File: config.mk
export PLATFORM = sky130hd
export DESIGN_NAME = conv_maxpool_flat
export DESIGN_NICKNAME = d
export VERILOG_FILES = /design/src/rtl/conv_maxpool_if.sv /design/src/rtl/conv_maxpool.sv /design/src/flat_wrapper.sv
export SDC_FILE = /design/constraint.sdc
export NUM_CORES = 1
export LEC_CHECK = 0
export ABC_AREA = 1
export CORE_MARGIN = 8
export CORE_UTILIZATION = 35
export CTS_CLUSTER_SIZE = 40
export DETAILED_ROUTE_END_ITERATION = 10
export PLACE_DENSITY = 0.59
export SLEW_MARGIN = 10
export SYNTH_ARGS = -nofsm -noshare
export SYNTH_HDL_FRONTEND = slang
export SYNTH_SLANG_ARGS = --single-unit
File: constraint.sdc
create_clock -name clk -period 4.3 [get_ports clk]
set_input_delay 0.645 -clock clk [delete_from_list [all_inputs] [get_ports clk]]
set_output_delay 0.645 -clock clk [all_outputs]
set_load 0.005 [all_outputs]
File: src/rtl/conv_maxpool_if.sv
// Stream interface of the max-pooling stage: frame configuration and sample
// input from the convolution engine, pooled samples and frame status out.
interface conv_maxpool_if #(
  parameter int DATA_W = 16
);
  logic [3:0]        cfg_rows;
  logic [3:0]        cfg_cols;
  logic              in_valid;
  logic [DATA_W-1:0] in_data;
  logic              out_valid;
  logic [DATA_W-1:0] out_data;
  logic [2:0]        out_row;
  logic [2:0]        out_col;
  logic              frame_done;
  logic              busy;

  // Producer of samples and consumer of pooled results.
  modport master (
    output cfg_rows, cfg_cols, in_valid, in_data,
    input  out_valid, out_data, out_row, out_col, frame_done, busy
  );

  // The pooling block itself.
  modport slave (
    input  cfg_rows, cfg_cols, in_valid, in_data,
    output out_valid, out_data, out_row, out_col, frame_done, busy
  );
endinterface

File: src/rtl/conv_maxpool.sv
// 2x2 stride-2 max-pooling of a row-major sample stream. Horizontal pair
// maxima of each even row are kept in a half-width line buffer and combined
// with the following odd row, so only one line of storage is needed.
module conv_maxpool #(
  parameter int DATA_W   = 16,
  parameter int MAX_COLS = 16
) (
  input logic          clk,
  input logic          rst_n,
  conv_maxpool_if.slave bus
);
  localparam int LB_DEPTH = MAX_COLS / 2;
  localparam int IDX_W    = (LB_DEPTH > 1) ? $clog2(LB_DEPTH) : 1;

  typedef enum logic {IDLE, RUN} state_t;

  state_t            state;
  logic [3:0]        rowsL;
  logic [3:0]        colsL;
  logic [3:0]        r;
  logic [3:0]        c;
  logic [DATA_W-1:0] pairReg;
  logic [DATA_W-1:0] lineBuf [LB_DEPTH];

  logic              vld_p1;
  logic [DATA_W-1:0] data_p1;
  logic [2:0]        row_p1;
  logic [2:0]        col_p1;
  logic              done_p1;
  logic              busyReg;

  // Unsigned maximum; ties return the common value.
  function automatic logic [DATA_W-1:0] umax(input logic [DATA_W-1:0] a,
                                             input logic [DATA_W-1:0] b);
    return (a >= b) ? a : b;
  endfunction

  // Stage p0: position of the incoming sample and its pooled candidates
  logic [3:0]        rowsEff;
  logic [3:0]        colsEff;
  logic [3:0]        rEff;
  logic [3:0]        cEff;
  logic              isLast;
  logic              rowEnd;
  logic [IDX_W-1:0]  lbIdx;
  logic [DATA_W-1:0] hmax_p0;
  logic [DATA_W-1:0] pool_p0;

  // In IDLE the sample is (0,0) of a new frame and the live config applies.
  always_comb begin
    rowsEff = rowsL;
    colsEff = colsL;
    rEff    = r;
    cEff    = c;
    if (state == IDLE) begin
      rowsEff = bus.cfg_rows;
      colsEff = bus.cfg_cols;
      rEff    = 4'd0;
      cEff    = 4'd0;
    end
    rowEnd  = (cEff == colsEff - 4'd1);
    isLast  = rowEnd && (rEff == rowsEff - 4'd1);
    lbIdx   = IDX_W'(cEff >> 1);
    hmax_p0 = umax(pairReg, bus.in_data);
    pool_p0 = umax(lineBuf[lbIdx], hmax_p0);
  end

  // Stage p1: frame control, pair/line-buffer update and registered outputs
  always_ff @(posedge clk or negedge rst_n) begin
    if (!rst_n) begin
      state   <= IDLE;
      rowsL   <= '0;
      colsL   <= '0;
      r       <= '0;
      c       <= '0;
      pairReg <= '0;
      for (int i = 0; i < LB_DEPTH; i++) lineBuf[i] <= '0;
      vld_p1  <= 1'b0;
      data_p1 <= '0;
      row_p1  <= '0;
      col_p1  <= '0;
      done_p1 <= 1'b0;
      busyReg <= 1'b0;
    end else begin
      vld_p1  <= 1'b0;
      done_p1 <= 1'b0;
      if (bus.in_valid) begin
        if (state == IDLE) begin
          rowsL <= bus.cfg_rows;
          colsL <= bus.cfg_cols;
        end
        if (isLast) begin
          state   <= IDLE;
          r       <= '0;
          c       <= '0;
          done_p1 <= 1'b1;
          busyReg <= 1'b0;
        end else begin
          state   <= RUN;
          busyReg <= 1'b1;
          if (rowEnd) begin
            c <= '0;
            r <= rEff + 4'd1;
          end else begin
            c <= cEff + 4'd1;
            r <= rEff;
          end
        end
        if (!cEff[0]) begin
          pairReg <= bus.in_data;
        end else if (!rEff[0]) begin
          lineBuf[lbIdx] <= hmax_p0;
        end else begin
          vld_p1  <= 1'b1;
          data_p1 <= pool_p0;
          row_p1  <= rEff[3:1];
          col_p1  <= cEff[3:1];
        end
      end
    end
  end

  assign bus.out_valid  = vld_p1;
  assign bus.out_data   = data_p1;
  assign bus.out_row    = row_p1;
  assign bus.out_col    = col_p1;
  assign bus.frame_done = done_p1;
  assign bus.busy       = busyReg;
endmodule
File: src/flat_wrapper.sv
// flat-port wrapper written by rule: the top's interface ports become plain ports
module conv_maxpool_flat 
#(
  parameter int DATA_W   = 16,
  parameter int MAX_COLS = 16
)
  (clk, rst_n, bus_cfg_rows, bus_cfg_cols, bus_in_valid, bus_in_data, bus_out_valid, bus_out_data, bus_out_row, bus_out_col, bus_frame_done, bus_busy);
  conv_maxpool_if #(.DATA_W(DATA_W)) bus_i ();
  input logic clk;
  input logic rst_n;
  input wire logic [$bits(bus_i.cfg_rows)-1:0] bus_cfg_rows;
  input wire logic [$bits(bus_i.cfg_cols)-1:0] bus_cfg_cols;
  input wire logic [$bits(bus_i.in_valid)-1:0] bus_in_valid;
  input wire logic [$bits(bus_i.in_data)-1:0] bus_in_data;
  output wire logic [$bits(bus_i.out_valid)-1:0] bus_out_valid;
  output wire logic [$bits(bus_i.out_data)-1:0] bus_out_data;
  output wire logic [$bits(bus_i.out_row)-1:0] bus_out_row;
  output wire logic [$bits(bus_i.out_col)-1:0] bus_out_col;
  output wire logic [$bits(bus_i.frame_done)-1:0] bus_frame_done;
  output wire logic [$bits(bus_i.busy)-1:0] bus_busy;
  assign bus_i.cfg_rows = bus_cfg_rows;
  assign bus_i.cfg_cols = bus_cfg_cols;
  assign bus_i.in_valid = bus_in_valid;
  assign bus_i.in_data = bus_in_data;
  assign bus_out_valid = bus_i.out_valid;
  assign bus_out_data = bus_i.out_data;
  assign bus_out_row = bus_i.out_row;
  assign bus_out_col = bus_i.out_col;
  assign bus_frame_done = bus_i.frame_done;
  assign bus_busy = bus_i.busy;
  conv_maxpool #(.DATA_W(DATA_W), .MAX_COLS(MAX_COLS)) u_core (.clk(clk), .rst_n(rst_n), .bus(bus_i));
endmodule
# Word-level counts from Yosys, hierarchy flattened
# Cells that the tools add are included.
# W data, S select, Z words.
[word_totals]
register_bits = 185
latchBits = 0
ram_bits = 0
romBits = 0
inputBits = 27
output_inout_bits = 25
elab_cells = 59
mem_count = 0
[op_classes]
add_sub_neg = 4
mul = 0
div_mod_pow = 0
n_lt_le_gt_ge = 4
eq_ne = 2
shifts = 0
n_mux = 22
n_bitwise = 3
reduce_logical = 5
[ops]
columns = ["op", "count"]
rows = [
  ["$bwmux W128", 1],
  ["$mux W16", 5],
  ["$bmux W16 S3", 1],
  ["$demux W16 S3", 1],
  ["$ge A16 B16 Y1", 2],
  ["$mux W4", 8],
  ["$add A4 B1 Y4 const B", 2],
  ["$eq A4 B4 Y1", 2],
  ["$sub A4 B1 Y4 const B", 2],
  ["$mux W1", 6],
  ["$reduce_and A3 Y1", 2],
  ["$ge A4 B4 Y1 const B", 1],
  ["$lt A4 B1 Y1 const B", 1],
  ["$not A3 Y4", 1],
  ["$logic_and A1 B1 Y1", 2],
  ["$not A1 Y1", 2],
  ["$reduce_and A2 Y1", 1],
]

# Logic depth before layout (Yosys ltp)
# Gate-level depths: netlist (run 1).
[depth]
depth_word = 7
depth_mapped = 29

# Worst setup path before layout (run 1)
# OpenSTA, ideal clock, no wires.
[synth_timing]
path_kind = "input to register"
from = "in bus_in_data[9]"
to = "reg u_core.data_p1[10], in the netlist u_core.bus.out_data[10]"
setup_time_ns = 0.117
arrival_ns = 3.300
required_ns = 4.183
path_slack_ns = 0.883
stages = 21
cell_sequence = "inv_1 -> ha_1 -> nand2_1 -> inv_1 -> o21bai_1 -> a21oi_1 -> nor2_2 -> clkbuf_1 -> nand3_1 -> nand2_1 -> ha_1 -> a21o_1 -> nor2_1 -> nand2_1 -> nand2_1 -> nand3_1 -> inv_1 -> buf_2 -> nand3_1 -> nand2_1 -> nand2_1"
[synth_between]
elab_chain_cells = 4
[synth_rtl]
columns = ["element", "line", "source"]
rows = [
  ["from (decl)", "flat_wrapper.sv:14", "input wire logic [$bits(bus_i.in_data)-1:0] bus_in_data;"],
  ["$ge A16 B16 Y1", "conv_maxpool.sv:35", "return (a >= b) ? a : b;"],
  ["$mux W16 (*)", "conv_maxpool.sv:35", ""],
  ["$ge A16 B16 Y1", "conv_maxpool.sv:35", ""],
  ["$mux W16 (*)", "conv_maxpool.sv:35", ""],
  ["to (signal assigned)", "conv_maxpool.sv:115", "data_p1 <= pool_p0;"],
  ["to (decl)", "conv_maxpool.sv:26", "logic [DATA_W-1:0] data_p1;"],
]
# Every way passes the cells marked *; elsewhere a longest branch is shown, timed or not.
# A chain may end at the register's enable or synchronous reset.

==> impl_metrics.csv, run 1 <==
group,metric,value,unit
final_layout,diodes,0,
synthesis,synth_cell_type_count,34,
pwr,intPower,4.908,mW
floorplanning,io_pins,52,
timing,fmax,273.8,MHz
synthesis,syn_avg_cell_area,7.301,um^2
setup_path,required,4.63,ns
drt,ant_nets,0,
drt,wl_per_cell,14.80,um
drt,route.detailed.drc,0,
clock_tree,cts_tree,"built",
place,gp_congestion,0.8011,
floorplanning,die_w,185.1,um
hold_path,min_path_type,"in -> async",
global_routing,grt_start_max_net_pins,120,
drt,totalWireLength,26.80,mm
setup_path,max_stage_delay,0.76,ns
pwr,clkPwrFrac,18.6,%
setup_path,critPathMaxFanout,51,
synthesis,async_flop_share,100.0,%
timing,rsz0062_at_grt,"false",
run_status,outcome,"complete, no violations",
setup_path,crit_path_cell_trace,"nand2_2 > inv_2 > buf_4 > nand2_1 > nand2_1 > nand2_1 > nand2_1 > nand2_1 > nand2_1 > ha_1 > a21o_1 > nor2_1 > nand2_1 > nand2_1 > nand3_1 > inv_1 > buf_4 > nand3_1 > nand2_1 > nand2_1",
place,dpl.hpwl,16.90,mm
floorplanning,start_util,35.16,%
timing,fin_crit_sh,84.95,%
timing,finalSetupViolCount,0,
flow_run,cap_viol_max_count,0,
clock_tree,clock_latency,0.44,ns
final_layout,fill_cells,2919,
drt,drtIter0Drc,743,
synthesis,synth_fp_nets,1434,
global_routing,gr-total-overflow,0,
setup_path,path_class,"reg -> reg",
global_routing,grt_antenna_before_repair,0,
clock_tree,clockRootBuffer,"clkbuf_16",
place,place_area,0.01098,mm^2
final_layout,layout-drive-gt1-share,7.148,%
drt,first_pass_iters,5,
clock_tree,cts_resized,0,
setup_path,slowest_stage,"inv_2",
synthesis,seq_area_frac_synth,46.25,%
floorplanning,std_cell_rows,62,
clock_tree,cts_hold_buf,0,
setup_path,arrival,3.99,ns
setup_path,start_kind,"register",
clock_tree,htree_levels,4,
final_layout,final_cell_area,0.01157,mm^2
drt,vias,8724,
setup_path,startpoint,"u_core.bus.busy",
synthesis,synth_edf_count,0,
timing,period_minus_slack,3.653,ns
timing,hold_viol,0,
synthesis,synth_ff_type,"dfrtp_1",
synthesis,ys_ff_latch,185,
pwr,p_leak,6.031,nW
setup_path,reg2reg_from,"u_core.bus.busy",
pwr,p_seq_share,33.8,%
global_routing,grt_usage,16.18,%
timing,finalSetupTns,0,ns
pwr,peakVddDrop,0.3369,mV
pwr,comb_power_share,47.6,%
synthesis,synthCells,1371,
final_layout,syn_to_final_growth,15.58,%
drt,viasPerCell,4.817,
clock_tree,cts_buffers,17,
pwr,switching_power,3.754,mW
place,io_buffers,51,
timing,tightest_slew,1.039,ns
floorplanning,die_area,0.03427,mm^2
global_routing,grt_first_pass_wirelength,44.62,mm
timing,fin_worst_skew,0.01271,ns
synthesis,syn_area,0.01001,mm^2
clock_tree,clk_pin_slew,0.07,ns
clock_tree,post_cts_buffers,0,
floorplanning,core_area,0.02847,mm^2
floorplanning,die_y,185.1,um
setup_path,endpoint_kind,"register",
pwr,p_sw_share,43.34,%
timing,slew_viol_final,0,
pwr,p_per_area,748.8,mW/mm^2
synthesis,yosysWarnings,0,
clock_tree,cts_sinks,185,
timing,slew_headroom,30.58,%
final_layout,final_nets,1477,
setup_path,crit_top_cell,"nand2_1",
clock_tree,cts_max_path_buffers,2,
global_routing,grt_pass1_vias,8455,
final_layout,post-route-util,40.63,%
-- critical path, delay by kind of cell (launching register included) --
kind | cells | cell delay [ns]
AO/OA/AOI/OAI | 1 | 0.18
adder cells (fa/ha/maj) | 1 | 0.26
buffers and inverters | 4 | 1.35
flip-flops | 1 | 0.64
AND/OR/NAND/NOR | 14 | 1.10
-- cell usage after synthesis, types with 4 or more instances --
cell type	count	area share, %
buf_6	5	0.56
nor3_1	4	0.20
ha_1	36	4.5
o21ai_2	4	0.35
o21ai_0	158	7.9
inv_2	6	0.22
inv_1	82	3.1
clkbuf_1	42	1.6
xnor2_1	5	0.44
nand2_1	616	23
nand2_2	7	0.44
buf_4	10	0.75
xor2_1	6	0.52
buf_2	13	0.65
nand3_1	66	3.3
o21ai_1	9	0.45
nor2_2	4	0.25
a21oi_1	40	2.0
dfrtp_1	185	46
nor2_1	54	2.0
-- flip-flops by register name, indices dropped and copies added, names as in the netlist --
signal	flops
u_core.lineBuf	128
u_core.bus.out_data	16
u_core.pairReg	16
u_core.c	4
u_core.colsL	4
u_core.r	4
u_core.rowsL	4
u_core.bus.out_col	3
u_core.bus.out_row	3
u_core.bus.busy	1
u_core.bus.frame_done	1
u_core.bus.out_valid	1
-- layout by cell type, fill, tap and decap left out, drive strengths merged, types with 21 or more instances in the layout --
master | Yosys | final
a21oi | 40 | 40
nor2 | 60 | 60
inv | 88 | 91
nand3 | 66 | 66
dfrtp | 185 | 185
clkdlybuf4s50 | 0 | 50
clkbuf | 43 | 21
o21ai | 172 | 172
nand2 | 624 | 624
buf | 29 | 45
ha | 36 | 36
-- layer usage --
layer	share of wire [%]	track usage (%)
met5	0	0
met1	49	22.41
met4	0.74	3.233
met2	46	26.34
met3	4.0	2.707
-- power groups by stage --
stage          combinational, mW  sequential (mW)  clock [mW]
2_1_floorplan               2.83             2.84           0
3_3_place_gp                4.10             2.93           0
3_5_place_dp                4.14             2.95           0
4_1_cts                     4.16             2.92        1.64
5_1_grt                     4.76             3.03        1.71
6_report                    4.12             2.93        1.61
-- worst paths after layout --
check / to / slack (ns) / cells past startpoint
min in group clk: u_core.bus.out_data[9] / 0.48 / 2
worst max-delay path: u_core.bus.out_data[11] / 0.65 / 20
worst min-delay path: u_core.lineBuf[2] / 0.33 / 1
worst min register to register: u_core.bus.out_data[9] / 0.48 / 2
worst max register to register: u_core.bus.out_data[11] / 0.65 / 20
max in group asynchronous: u_core.lineBuf[46] / 2.96 / 2
-- stage by stage --
step | hold WS [ns] | power, mW | std cells | worst slack, ns
6_report | 0.3344 | 8.662 | 1811 | 0.6474
2_1_floorplan | 0.3494 | 5.672 | 1371 | 0.8832
5_1_grt | 0.4335 | 9.492 | 1811 | 0.2344
3_5_place_dp | 0.4653 | 7.091 | 1779 | 0.4302
3_3_place_gp | 0.4624 | 7.029 | 1779 | 0.3976
4_1_cts | 0.4089 | 8.726 | 1811 | 0.6376
-- cell families after synthesis --
logic type	synth area share (%)
fa+ha+maj	4.500
buf+inv	7.000
xor+xnor	0.9625
flops	46.25
compound gates	11.36
simple gates	29.92
-- final cells by class --
class | count | area (um^2) | area share (%)
inverter | 90 | 337.8 | 2.920
multi-input combinational | 1024 | 4679 | 40.45
clock inverter | 12 | 142.6 | 1.233
timing repair buffer | 96 | 852.1 | 7.365
tap | 384 | 480.5 | 4.153
clock buffer | 20 | 446.7 | 3.861
sequential | 185 | 4629 | 40.02
No activity file was read; power rests on OpenSTA's default activity.
==> run 2: changes to the inputs <==
- PLACE_DENSITY: 0.59 -> 0.61
- clock period: 4.3 -> 3.1 ns (I/O delays scaled with it)
==> impl_metrics.csv, run 2 (same netlist as run 1, synthesis figures left out) <==
group,metric,value,unit
pwr,peakVddDrop,0.5847,mV
drt,first_pass_iters,7,
timing,hold_viol,0,
place,place_ws,-0.7554,ns
timing,finalSetupViolCount,16,
run_status,violations,"setup timing",
drt,route.detailed.drc,0,
final_layout,regMostFlops,"u_core.lineBuf",
global_routing,grt_first_pass_wirelength,46.71,mm
place,gp_congestion,0.8585,
clock_tree,clock_latency,0.45,ns
global_routing,grt_antenna_before_repair,0,
global_routing,grt_pass1_vias,9014,
final_layout,syn_to_final_growth,26.65,%
drt,ant_nets,0,
timing,fmax,314.9,MHz
timing,rsz0062_at_grt,"true",
global_routing,grt_usage,16.98,%
setup_path,required,3.44,ns
final_layout,fill_cells,2860,
final_layout,mostFrequentLayoutCells,"nand2_1, dfrtp_1, o21ai_0, buf_4, inv_1",
setup_path,start_kind,"register",
timing,slew_viol_final,0,
hold_path,min_path_type,"in -> async",
floorplanning,core_area,0.02847,mm^2
pwr,p_per_area,1064,mW/mm^2
drt,totalWireLength,28.43,mm
floorplanning,die_area,0.03427,mm^2
place,dpl.hpwl,18.20,mm
flow_run,cap_viol_max_count,0,
final_layout,diodes,0,
place,placedCellCount,1826,
place,io_buffers,51,
floorplanning,std_cell_rows,62,
final_layout,final_nets,1547,
setup_path,arrival,3.51,ns
timing,fin_ws,-0.07601,ns
timing,period_minus_slack,3.176,ns
clock_tree,clockRootBuffer,"clkbuf_16",
clock_tree,cts_buffers,17,
setup_path,path_class,"reg -> reg",
timing,fin_crit_sh,102.5,%
setup_path,endpoint_kind,"register",
final_layout,largest_reg_flops,128,
drt,viasPerCell,4.890,
timing,tightest_slew,0.7387,ns
clock_tree,htree_levels,4,
final_layout,finalNonFillerCells,1881,
drt,wl_per_cell,15.11,um
clock_tree,cts_max_path_buffers,2,
floorplanning,start_util,35.16,%
final_layout,layout-drive-gt1-share,16.43,%
floorplanning,die_y,185.1,um
global_routing,grt_start_max_net_pins,85,
clock_tree,cts_tree,"built",
final_layout,final_common_cell,"nand2_1",
global_routing,gr-total-overflow,0,
clock_tree,cts_sinks,185,
pwr,p_leak,6.503,nW
setup_path,critPathMaxFanout,8,
floorplanning,die_w,185.1,um
drt,vias,9198,
floorplanning,io_pins,52,
timing,slew_headroom,50.75,%
timing,fin_worst_skew,0.01572,ns
drt,drtIter0Drc,759,
run_status,outcome,"finished with violations",
clock_tree,clk_pin_slew,0.09,ns
==> run 2: path summary, 6_finish.rpt <==
check                                       start  depth (start not counted)  slack, ns                     end
setup / recovery               u_core.pairReg[13]                         17      -0.08  u_core.bus.out_data[2]
hold / removal                              rst_n                          1       0.09         u_core.rowsL[2]
setup reg to reg               u_core.pairReg[13]                         17      -0.08  u_core.bus.out_data[2]
hold reg to reg            u_core.bus.out_data[6]                          2       0.47  u_core.bus.out_data[6]
max in group asynchronous                   rst_n                          2       2.23     u_core.lineBuf[105]
min in group clk                   bus_in_data[8]                          5       0.43  u_core.bus.out_data[8]
==> run 2: through the flow <==
step	cell area [um^2]	setup TNS (ns)	total power, mW	hold WS [ns]	utilization [%]
floorplan	10020	0	7.881	0.1694	-
global placement	11410	-11.58	10.01	0.4623	40.09
detailed placement	11410	-11.85	10.14	0.4643	40.09
CTS	12350	0	13.02	0.1154	43.39
global route	12680	-2.697	14.66	0.1488	44.53
finish	12680	-0.9985	13.49	0.09458	44.53
==> run 2: cell type report <==
cell class	instances	area [um^2]	share of cell area (%)
clock inverters	15	150.1	1.184
well taps	384	480.5	3.790
clock buffers	17	425.4	3.356
repair inverters	1	8.758	0.06909
flip-flops and latches	185	4629	36.52
inverters	90	350.3	2.764
repair buffers	165	1529	12.06
multi-input cells	1024	5104	40.26
==> run 2: critical path, stage by stage, from the launching register on <==
cell     delay, ns
dfrtp_1       0.43
ha_4          0.29
nand4_1       0.19
nor3_2        0.21
nand2_2       0.13
buf_6         0.16
buf_4         0.14
nand3_1       0.08
nand2_2       0.08
ha_4          0.28
nand2_1       0.06
nor2_1        0.25
nand3_2       0.15
nand3_4       0.22
buf_12        0.18
a21oi_2       0.05
nand2_1       0.08
nand2_1       0.05
==> run 2: per-layer routing <==
layer	up-vias	GRT usage [%]	part of all wire, %
li1	4552	-	-
met1	4381	22.23	46
met2	226	28.26	48
met3	39	2.982	4.6
met4	0	5.186	1.5
met5	-	0	0
==> run 2: report_power, final <==
part / leakage, nW / internal (mW) / switching (mW)
clock network: 0.282 / 1.08 / 1.11
registers: 2.39 / 3.43 / 0.621
logic: 3.84 / 2.99 / 4.25
==> run 2: what timing repair did <==
| action | in CTS | in global routing |
|---|---|---|
| pin swaps | 44 | 46 |
| hold buffers | 0 | 0 |
| setup endpoints to repair | 16 | 16 |
| gates resized for setup | 67 | 47 |
| setup buffers | 12 | 9 |
| gates cloned | 1 | 1 |
==> RTL change 1: new RTL, config.mk and constraints of run 2 <==
`MAX_COLS` is set to 16 in 2 places; all go to 64.
--- a/src/rtl/conv_maxpool.sv
+++ b/src/rtl/conv_maxpool.sv
@@ -5,3 +5,3 @@
   parameter int DATA_W   = 16,
-  parameter int MAX_COLS = 16
+  parameter int MAX_COLS = 64
 ) (
--- a/src/flat_wrapper.sv
+++ b/src/flat_wrapper.sv
@@ -4,3 +4,3 @@
   parameter int DATA_W   = 16,
-  parameter int MAX_COLS = 16
+  parameter int MAX_COLS = 64
 )
Behaviour: no difference found for any inputs over 4 cycles, from zero or initial values and one cycle with rst_n low; that may be too few to reach the edited logic, so the function may still have changed.
==> RTL change 1 against run 2 <==
- the flow still finishes with violations (negative setup slack)
- final area rose by 1.1%
- routed wire length rose by 2.4%
- highest routed layer unchanged
- area after synthesis grew 0.90%
- worst setup slack better by 0.064 ns
- largest power group unchanged
- critical path type unchanged
- power is 4.1% higher
- sequential cell count unchanged
- clock power grew 4%
==> RTL change 1: results (changes against run 2) <==
register share of total power=28.5% (-1.6 points); Final clock-cell share=4.717% (+0.18 points); Signal buffers=164 (-0.61%); Seq/Total Area, Yosys=45.84% (-0.41 points); Signal buf overhead=12.09% (+0.030 points); failing checks=negative setup slack; worst setup margin=-0.01176 ns (+0.06425 ns); wire length on met2=14070 um (+3.9%); placed cell areas=11550 um2 (+1.2%); first-pass GRT wire length=47510 um (+1.7%); Tot Pwr=14.04 mW (+4.1%); cell area after layout=12810 um2 (+1.1%); area of the multi-input gates=5200 um2 (+1.9%); Comb power frac=55.3% (+1.6 points); multi-input gate count=1035 (+1.1%); Rel. slew slack=45.53% (-5.2 points); Syn-to-layout area delta=26.85%; Finished Layout Cells=1891 (+0.53%); Post-Route M1 WL=13210 um (+0.58%); 1st-pass router iterations=5 (-2); highest ir drop seen on vdd=484.6 uV (-17%); Initial DRC Count=862 (+14%); Synthesized Nets=1447 (+0.91%); top cells by area, synth=dfrtp_1 (46%), nand2_1 (24%), o21ai_0 (7.0%); Yosys cell types=35 (+2.9%); final setup fails=3 (-13); top power group=combinational logic; commonest cells in the netlist=nand2_1 (636), dfrtp_1 (185), o21ai_0 (142); FILL cells=2879 (+0.66%); setup TNS=-0.01328 ns (+0.9853 ns); GR Layer Usage met3=3.435% (+0.45 points); outcome=complete, but fails checks; met1 usage=22.23% (about the same); Inst Count DP=1842 (+0.88%); vias in the first global route=9185 (+1.9%); Place WS=-0.6763 ns (+0.07913 ns); Placer Congestion=0.8408 (-2.1%); Overall Global Routing Usage=17.32% (+0.34 points); Static Leakage=6.602 nW (+1.5%); met2 GRT Util=29.18% (+0.92 points); pin count of the biggest net entering global routing=92 (+8.2%)
==> RTL change 1: critical path, cell delays in order (launching register included) <==
cell	delay (ns)
dfrtp_1	0.42
ha_4	0.28
nand4_1	0.23
nor3_4	0.24
nand2_4	0.11
nand2_4	0.08
buf_8	0.12
buf_8	0.13
nand2_2	0.06
nand2_2	0.10
ha_4	0.21
nand4_1	0.14
a21oi_1	0.08
nor2_1	0.19
nand3_4	0.16
inv_6	0.12
buf_12	0.13
nand3_1	0.08
nand2_1	0.06
nand2_1	0.05
==> RTL change 1: kinds of logic (layout without fill, tap and decap cells) <==
logic type      after synthesis  in the layout  share of synthesized area (%)
compound gates              213            213                          10.90
buf+inv                     164            287                          7.359
xor+xnor                     10             10                         0.8672
fa+ha+maj                    36             36                          4.460
simple gates                776            776                          30.57
flops                       185            185                          45.84
==> RTL change 1: worst paths after layout <==
check / from / end / slack [ns] / depth (start not counted)
min in group clk: bus_in_data[4] / u_core.pairReg[4]$_DFFE_PN0P_ / 0.47 / 4
worst max register to register: u_core.pairReg[13]$_DFFE_PN0P_ / u_core.bus.out_data[8]$_DFFE_PN0P_ / -0.01 / 19
worst min register to register: u_core.lineBuf[465]$_DFFE_PN0P_ / u_core.lineBuf[465]$_DFFE_PN0P_ / 0.48 / 2
max in group asynchronous: rst_n / u_core.lineBuf[473]$_DFFE_PN0P_ / 2.20 / 2
worst min-delay path: rst_n / u_core.lineBuf[430]$_DFFE_PN0P_ / 0.04 / 1
worst max-delay path: u_core.pairReg[13]$_DFFE_PN0P_ / u_core.bus.out_data[8]$_DFFE_PN0P_ / -0.01 / 19
==> RTL change 1: what timing repair did <==
item	CTS	global route
setup buffers	11	5
endpoints found under the hold margin	0	0
cloned	1	0
pin swaps	27	39
endpoints found under the setup margin	16	16
gates resized for setup	66	55
==> RTL change 2: new RTL, flow settings as in run 2 <==
Made on the original files. Make the reset (`rst_n`) synchronous in one clocked block.
--- a/src/rtl/conv_maxpool.sv
+++ b/src/rtl/conv_maxpool.sv
@@ -68,3 +68,3 @@
   // Stage p1: frame control, pair/line-buffer update and registered outputs
-  always_ff @(posedge clk or negedge rst_n) begin
+  always_ff @(posedge clk) begin
     if (!rst_n) begin
Behaviour: differs if rst_n is asserted again (counterexample within 4 cycles, from zero or initial values and one cycle with rst_n low); with rst_n held inactive, the same outputs for 4 cycles.
==> RTL change 2 against run 2 <==
- critical path depth is 3 higher
- worst setup slack gained 0.092 ns
- routed wire length fell by 8.1%
- critical endpoint is now u_core.bus.out_data[5]$_SDFFE_PN0P_
- final area down 1.2%
- cell count decreased by 15%
- area after synthesis down 5.0%
- sequential share of layout area up 3.4 points
- sequential cell count is the same
- highest routed layer unchanged
- fmax grew 3.0%
Power is not compared: it rests on default switching activity, and its combinational part moved more than twofold at a synthesized area within 25%.
==> RTL change 2: results (changes against run 2) <==
Overall Global Routing Usage=15.63% (-1.4 points); Setup crit start=u_core.pairReg[15]$_SDFFE_PN0P_; Inst Count DP=1565 (-14%); Clock transition at path regs=0.07 ns (-0.02 ns); Async SR Flop Fraction=0% (-100 points); Slowest-stage cell, CP=dfxtp_4; first-pass GRT wire length=41430 um (-11%); post-DP HPWL=17660 um (-3.0%); Static Leakage=5.336 nW; CP arrival=3.46 ns (-0.05 ns); top cells by area, synth=edfxtp_1 (40%), dfxtp_1 (12%), nand2_1 (12%); Reg area=4995 um2 (+7.9%); Signal buf overhead=13.21% (+1.1 points); Min-Delay Path Class=in -> reg; Rel. slew slack=58.30% (+7.6 points); Initial DRC Count=533 (-30%); vias in the first global route=7947 (-12%); max reg flops=128 (unchanged); worst reg2reg path depth=20 (+3); Seq cells=185 (unchanged); fin crit share=99.48% (-3.0 points); inverters=73 (-20%); Syn Std Cell Area=9507 um2 (-5.0%); Syn-to-layout area delta=31.71%; Synth Flop Type=edfxtp_1; reg2reg setup slack=0.02 ns (+0.09 ns); Avg WL per Cell=16.26 um (+7.6%); outcome=finished, final reports clean; pin count of the biggest net entering global routing=47 (-45%); Layout Nets=1315 (-15%); worst setup path end=u_core.bus.out_data[5]$_SDFFE_PN0P_; share of post-route cells with drive strength above 1=23.32% (+6.9 points); placed cell areas=11430 um2 (+0.13%); multi-input gate count=793 (-23%); via count=8119 (-12%); via-per-instance ratio=5.055 (+3.4%); Signal buffers=182 (+10%); 1st-pass router iterations=5 (-2); Synthesized Nets=1187 (-17%); Final clock-cell share=5.136% (+0.60 points); Place WS=-0.8433 ns (-0.08790 ns); clk_skew=0.01846 ns (+0.002743 ns); Post-synth EDFFs=128 (+128); commonest cells in the netlist=nand2_1 (297), nor2_1 (168), edfxtp_1 (128); Yosys cell types=37 (+8.8%); Placer Congestion=0.7751 (-9.7%); area of the multi-input gates=4521 um2 (-11%); FILL cells=2473 (-14%); Largest Register=u_core.lineBuf; Seq/Total Area, Yosys=52.43% (+6.2 points); Critical Path Max Stage Delay=0.36 ns (-0.07 ns)
## RTL change 2: cell families after synthesis
logic type / synth area share [%]
AND/OR/NAND/NOR: 28.43
adder cells (fa/ha/maj): 4.738
flip-flops: 52.43
buffers and inverters: 6.357
AO/OA/AOI/OAI: 7.134
XOR/XNOR: 0.9082
## RTL change 2: how the worst min path moves through the flow
| stage | from | to | slack, ns |
|---|---|---|---|
| 3_3_place_gp | u_core.c[2]$_SDFFE_PN0P_ | u_core.bus.out_col[1]$_SDFFE_PN0P_ | 0.45 |
| 3_5_place_dp | u_core.c[2]$_SDFFE_PN0P_ | u_core.bus.out_col[1]$_SDFFE_PN0P_ | 0.45 |
| 5_1_grt | bus_in_data[4] | u_core.pairReg[4]$_SDFFE_PN0P_ | 0.34 |
| 4_1_cts | bus_in_data[11] | u_core.pairReg[11]$_SDFFE_PN0P_ | 0.42 |
| 2_1_floorplan | u_core.r[2]$_SDFFE_PN0P_ | u_core.r[2]$_SDFFE_PN0P_ | 0.44 |
| 6_report | bus_in_data[4] | u_core.pairReg[4]$_SDFFE_PN0P_ | 0.33 |
## RTL change 2: metal layers
| layer | vias to the layer above | share of wire (%) | global-route usage, % |
|---|---|---|---|
| li1 | 4045 | - | - |
| met1 | 3883 | 45 | 19.60 |
| met2 | 163 | 50 | 27.04 |
| met3 | 28 | 3.8 | 2.628 |
| met4 | 0 | 1.5 | 4.894 |
| met5 | - | 0 | 0 |
## RTL change 2: power breakdown
group / internal (mW) / switching (mW)
Sequential: 2.72 / 0.0359
Combinational: 0.418 / 0.538
Clock: 1.19 / 1.13
Total: 4.32 / 1.71
## RTL change 2: timing repair
action | in CTS | in global routing
resized for setup | 67 | 42
buffers inserted | 4 | 3
gates cloned | 2 | 0
hold buffers | 0 | 0
pin swaps | 23 | 23
setup endpoints to repair | 16 | 16
